<file path="src/rtl/clk_run_ctrl.sv">
// clk_run_ctrl: HALT / RUN / single-STEP sequencer for the slow core clock.
// Two raw active-low push-buttons are synchronised and debounced. The resulting
// press pulses drive an FSM that emits a one-cycle core clock-enable tick on clk.
// Optional build macro CLK_RUN_CTRL_BURST_EN: a step press issues BURST_LEN
// ticks spaced DIV_CNT cycles apart instead of a single tick.
module clk_run_ctrl #(
  parameter int unsigned DIV_CNT      = 500,
  parameter int unsigned DEBOUNCE_CYC = 250000,
  parameter int unsigned CNT_W        = 32,
  parameter int unsigned BURST_LEN    = 8
) (
  input  logic             clk,
  input  logic             rst_n,
  input  logic             key_mode_n,
  input  logic             key_step_n,
  output logic             core_tick,
  output logic             running,
  output logic [CNT_W-1:0] tick_cnt
);

  localparam int unsigned DIV_W = $clog2(DIV_CNT);
  localparam int unsigned DB_W  = (DEBOUNCE_CYC > 1) ? $clog2(DEBOUNCE_CYC) : 1;
  localparam logic [DIV_W-1:0] DIV_LAST = DIV_W'(DIV_CNT - 1);
  localparam logic [DB_W-1:0]  DB_LAST  = DB_W'(DEBOUNCE_CYC - 1);

  if (DIV_CNT < 2 || DEBOUNCE_CYC < 1 || BURST_LEN < 1) begin : g_param_check
    $error("clk_run_ctrl: DIV_CNT must be >= 2, DEBOUNCE_CYC and BURST_LEN >= 1");
  end

  typedef enum logic [1:0] {
    S_HALT,
    S_RUN,
    S_STEP
`ifdef CLK_RUN_CTRL_BURST_EN
    , S_BURST
`endif
  } state_t;

  // Bit 0 carries the mode key, bit 1 the step key.
  logic [1:0]      key_raw;
  logic [1:0]      sync_a;
  logic [1:0]      sync_b;
  logic [1:0]      deb;
  logic [1:0]      deb_prev;
  logic [DB_W-1:0] db_cnt [2];
  logic [1:0]      press;
  logic            mode_press;
  logic            step_press;

  state_t           state;
  state_t           state_d;
  logic [DIV_W-1:0] div;
  logic [DIV_W-1:0] div_d;
  logic             div_term;

  assign key_raw = {key_step_n, key_mode_n};

  // Synchronise both keys and accept a level only after DEBOUNCE_CYC stable cycles.
  always_ff @(posedge clk or negedge rst_n) begin
    if (!rst_n) begin
      sync_a   <= '1;
      sync_b   <= '1;
      deb      <= '1;
      deb_prev <= '1;
      for (int unsigned k = 0; k < 2; k++) begin
        db_cnt[k] <= '0;
      end
    end else begin
      sync_a   <= key_raw;
      sync_b   <= sync_a;
      deb_prev <= deb;
      for (int unsigned k = 0; k < 2; k++) begin
        if (sync_b[k] != deb[k]) begin
          if (db_cnt[k] == DB_LAST) begin
            deb[k]    <= sync_b[k];
            db_cnt[k] <= '0;
          end else begin
            db_cnt[k] <= db_cnt[k] + DB_W'(1);
          end
        end else begin
          db_cnt[k] <= '0;
        end
      end
    end
  end

  // Press pulse is built from registered levels only: one cycle per accepted 1->0.
  assign press      = deb_prev & ~deb;
  assign mode_press = press[0];
  assign step_press = press[1];
  assign div_term   = (div == DIV_LAST);

`ifdef CLK_RUN_CTRL_BURST_EN
  localparam int unsigned BW = (BURST_LEN > 1) ? $clog2(BURST_LEN) : 1;
  localparam logic [BW-1:0] BURST_LAST = BW'(BURST_LEN - 1);
  logic [BW-1:0] bcnt;
  logic [BW-1:0] bcnt_d;

  // Burst tick counter register.
  always_ff @(posedge clk or negedge rst_n) begin
    if (!rst_n) bcnt <= '0;
    else        bcnt <= bcnt_d;
  end
`endif

  // FSM state and divider registers.
  always_ff @(posedge clk or negedge rst_n) begin
    if (!rst_n) begin
      state <= S_HALT;
      div   <= '0;
    end else begin
      state <= state_d;
      div   <= div_d;
    end
  end

  // Next-state logic; tick and running decode from registered state/divider only.
  always_comb begin
    state_d   = state;
    div_d     = div;
    core_tick = 1'b0;
    running   = 1'b0;
`ifdef CLK_RUN_CTRL_BURST_EN
    bcnt_d    = bcnt;
`endif
    case (state)
      S_HALT: begin
        if (mode_press) begin
          state_d = S_RUN;
          div_d   = '0;
        end else if (step_press) begin
`ifdef CLK_RUN_CTRL_BURST_EN
          state_d = S_BURST;
          div_d   = '0;
          bcnt_d  = '0;
`else
          state_d = S_STEP;
`endif
        end
      end
      S_STEP: begin
        core_tick = 1'b1;
        state_d   = S_HALT;
      end
      S_RUN: begin
        running   = 1'b1;
        core_tick = div_term;
        div_d     = div_term ? '0 : div + DIV_W'(1);
        if (mode_press) state_d = S_HALT;
      end
`ifdef CLK_RUN_CTRL_BURST_EN
      S_BURST: begin
        core_tick = div_term;
        div_d     = div_term ? '0 : div + DIV_W'(1);
        if (div_term) begin
          if (bcnt == BURST_LAST) state_d = S_HALT;
          else                    bcnt_d  = bcnt + BW'(1);
        end
        if (mode_press) state_d = S_HALT;
      end
`endif
      default: state_d = S_HALT;
    endcase
  end

  // Count issued ticks, wrapping modulo 2^CNT_W.
  always_ff @(posedge clk or negedge rst_n) begin
    if (!rst_n)         tick_cnt <= '0;
    else if (core_tick) tick_cnt <= tick_cnt + CNT_W'(1);
  end

endmodule
</file>
<file path="config.mk">
export PLATFORM = sky130hd
export DESIGN_NAME = clk_run_ctrl
export DESIGN_NICKNAME = d
export VERILOG_FILES = /design/src/rtl/clk_run_ctrl.sv
export SDC_FILE = /design/constraint.sdc
export NUM_CORES = 1
export LEC_CHECK = 0
export BUFFER_PORTS_ARGS = -buffer_cell sky130_fd_sc_hd__buf_2
export CORE_MARGIN = 2
export CORE_UTILIZATION = 33
export CTS_BUF_LIST = sky130_fd_sc_hd__clkbuf_16
export CTS_CLUSTER_SIZE = 16
export DETAILED_ROUTE_END_ITERATION = 12
export SETUP_SLACK_MARGIN = 0.15
export SYNTH_ARGS = -nofsm -noshare
export SYNTH_HDL_FRONTEND = slang
export SYNTH_SLANG_ARGS = --single-unit
</file>
<file path="constraint.sdc">
create_clock -name clk -period 2.2 [get_ports clk]
set_clock_uncertainty 0.1 [all_clocks]
set_input_delay 0.33 -clock clk [delete_from_list [all_inputs] [get_ports clk]]
set_output_delay 0.33 -clock clk [all_outputs]
set_load 0.01 [all_outputs]
</file>
==> summary.md <==
| Metric | Value |
|---|---|
| Worst slew margin | 63.6% |
| Grt total ovfl | 0 |
| Core ar. | 12700 um2 |
| Critical Path AT | 2.20 ns |
| Sw frac | 21.0% |
| Initial antenna violation count | 0 |
| Total of max-cap violations | 0 |
| Vias | 3232 |
| Wire per inst | 14.2 um |
| Outcome | finished clean |
| Crit path required time | 2.36 ns |
| Clock power frac | 46.2% |
| Top FF cell, synth | dfrtp_1 |
| Largest net degree at the start of global routing | 41 |
| Hold Crit Class | reg2reg |
| Syn nets | 409 |
| Final TNS setup | 0 ns |
| Place WS | 0.113 ns |
| WL final | 9140 um |
| First-pass GRT wire length | 16000 um |
| TritonCTS clock tree | built |
| Setup crit end kind | flip-flop |
| Clock Latency Late Sink | 0.34 ns |
| Endpoints failing hold | 0 |
| Commonest non-fill, non-tap cell in the layout | dfrtp_1 |
| Switching Power | 665 uW |
| Reg power frac | 51.4% |
| Setup violators final | 0 |
| Worst-Margin Slew | 0.541 ns |
| Synthesis warning total | 0 |
| Final worst slack | 0.168 ns |
| Gate power share | 2.4% |
| Starting DRT DRC Count | 142 |
| Number of global-route vias before repair | 3333 |
| CTS Root Cell | clkbuf_16 |
| DRT Pass-1 Iters | 4 |
| GRT Util Overall | 13.8% |
| Fillers | 1221 |
| Layout Nets | 476 |
| Netlist cell types | 54 |
| Clk sinks | 87 |
| VDD IR max | 393 uV |
| DP Wirelength | 6260 um |
| Int Pwr | 2500 uW |
| Flop2flop setup slack | 0.17 ns |
| Synthesis-to-finish area growth | 25.4% |
| I/O pins | 38 |
| Final worst-path cycle share | 92.4% |
| Num CTS Buffers | 9 |
| # rows | 41 |
| RSZ-0062 raised after global routing | true |
| Number of port buffers | 37 |
| Antenna cells | 0 |
| PD cells | 580 nW/um2 |
| Worst-path fanout max | 26 |
| Number of routed nets with antenna violations | 0 |
| Avg Cell Area, Syn | 10.9 um2 |
| Starting Density | 34.2% |
| Ratio of cells with drive above 1 in the final layout | 28.5% |
| Final Max Slew Viols | 0 |
| #FFs+latches synth | 87 |
| Die X | 119 um |
| Most frequent cells in the layout | 74 x dfrtp_1, 45 x nor2_1, 45 x xor2_1, 35 x buf_2, 24 x buf_4 |
| Final critical-path required period | 2.03 ns |
| Post-Syn Instances | 398 |
| Cell Area, Synth | 4350 um2 |
| Total die area | 14100 um2 |
| Leakage | 0.00270 uW |
| CP Launch Type | flip-flop |
| Asr flop ratio synth | 100% |
| Post-synthesis sequential area ratio | 50.3% |
| DRC errors left | 0 |
| Avg Vias per Cell | 5.03 |
| Max H-tree Level | 3 |
| Chip height | 119 um |
| Number of flops mapped to enable cells by yosys | 0 |
| Routability cong. | 0.833 |
| Layout Utilization | 42.9% |
| Max Freq | 0.492 GHz |
| Longest Clk Path Bufs | 2 |
| Clock-pin slew on the worst setup and hold paths | 0.06 ns |
| WS Path Type | reg2reg |
## cell families after synthesis
logic type / after synthesis / synth area share (%)
buf+inv: 19 / 2.04
simple gates: 184 / 26.1
flops: 87 / 50.3
xor+xnor: 63 / 12.7
mux: 4 / 1.01
fa+ha+maj: 7 / 2.01
compound gates: 34 / 5.84
## layout make-up
class / instances / area [um2] / area share (%)
clock buffers: 9 / 225 / 4.13
clock inverters: 7 / 55.1 / 1.01
inverters: 8 / 32.5 / 0.596
multi-input cells: 292 / 2270 / 41.7
flip-flops and latches: 87 / 2190 / 40.2
well taps: 172 / 215 / 3.94
repair buffers: 67 / 459 / 8.42
## state kept, by name, summed over array words and instances, names as in the netlist
signal / cells
db_cnt: 36
tick_cnt: 32
div: 9
deb: 2
deb_prev: 2
state: 2
sync_a: 2
sync_b: 2
## stage by stage
step | total power [uW] | instance area, um2 | hold slack, ns | instances
after floorplan | 1680 | 4350 | -0.0656 | 398
after global placement | 1730 | 4850 | 0.180 | 614
after detailed placement | 1730 | 4850 | 0.191 | 614
after CTS | 3210 | 5220 | 0.256 | 636
after global routing | 3290 | 5460 | 0.257 | 642
final | 3160 | 5460 | 0.256 | 642
## final timing paths
| check | startpoint | endpoint | cells after the start |
|---|---|---|---|
| worst max-delay path | div[0] | tick_cnt[24] | 7 |
| worst min-delay path | sync_a[0] | sync_b[0] | 0 |
| worst max register to register | div[0] | tick_cnt[24] | 7 |
| worst min register to register | sync_a[0] | sync_b[0] | 0 |
| max in group asynchronous | rst_n | deb_prev[0] | 3 |
| min in group asynchronous | rst_n | tick_cnt[10] | 2 |
## Yosys cell counts, types with 4 or more instances
cell type / number / area share [%]
xor2_1: 45 / 9.1
inv_1: 8 / 0.69
or4_1: 5 / 0.86
nor4_2: 10 / 2.9
nor4_1: 5 / 0.72
or3_1: 5 / 0.72
and4_1: 9 / 1.8
nand4_2: 4 / 1.2
o21ai_0: 7 / 0.81
buf_2: 5 / 0.58
nand3_1: 24 / 2.8
nand4_1: 13 / 1.9
nand2_1: 22 / 1.9
ha_1: 7 / 2.0
dfstp_2: 8 / 4.8
nor2_1: 45 / 3.9
nor3_1: 10 / 1.2
and2_1: 6 / 0.86
and3_1: 8 / 1.2
xnor2_1: 18 / 3.6
o211ai_1: 4 / 0.69
dfrtp_1: 79 / 45
a21oi_1: 8 / 0.92
## worst max-delay path, cell delays in order (launching register included)
cell and delay, ns:
dfrtp_1 0.39, ha_2 0.20, nor4bb_4 0.27, a41oi_4 0.18, buf_4 0.18, buf_12 0.18, nor4b_4 0.30, xor2_1 0.16
## power by group through the flow
stage / registers, uW / clock network [uW] / logic [uW]
2_1_floorplan: 1650 / 0 / 25.1
3_3_place_gp: 1650 / 0 / 73.3
3_5_place_dp: 1660 / 0 / 75.9
4_1_cts: 1630 / 1500 / 80.1
5_1_grt: 1630 / 1570 / 90.9
6_report: 1630 / 1460 / 76.5
## per-layer routing
metal  share of wire [%]  routed length, um  vias to the layer above  global-route usage [%]
li1                    -                  -                     1553                       -
met1                  48               4400                     1616                    18.1
met2                  47               4320                       52                    22.1
met3                 2.8                259                       11                    2.36
met4                 1.8                165                        0                    6.47
met5                   0                  0                        -                       0
## what timing repair did
item                                    CTS  global route
endpoints found under the setup margin   14            34
cloned                                    0             0
hold endpoints to repair                 27             0
buffers inserted                          3             6
hold buffers                              3             0
pin swaps                                 1            24
resized for setup                         8            35
No activity file was read; power rests on OpenSTA's default activity.
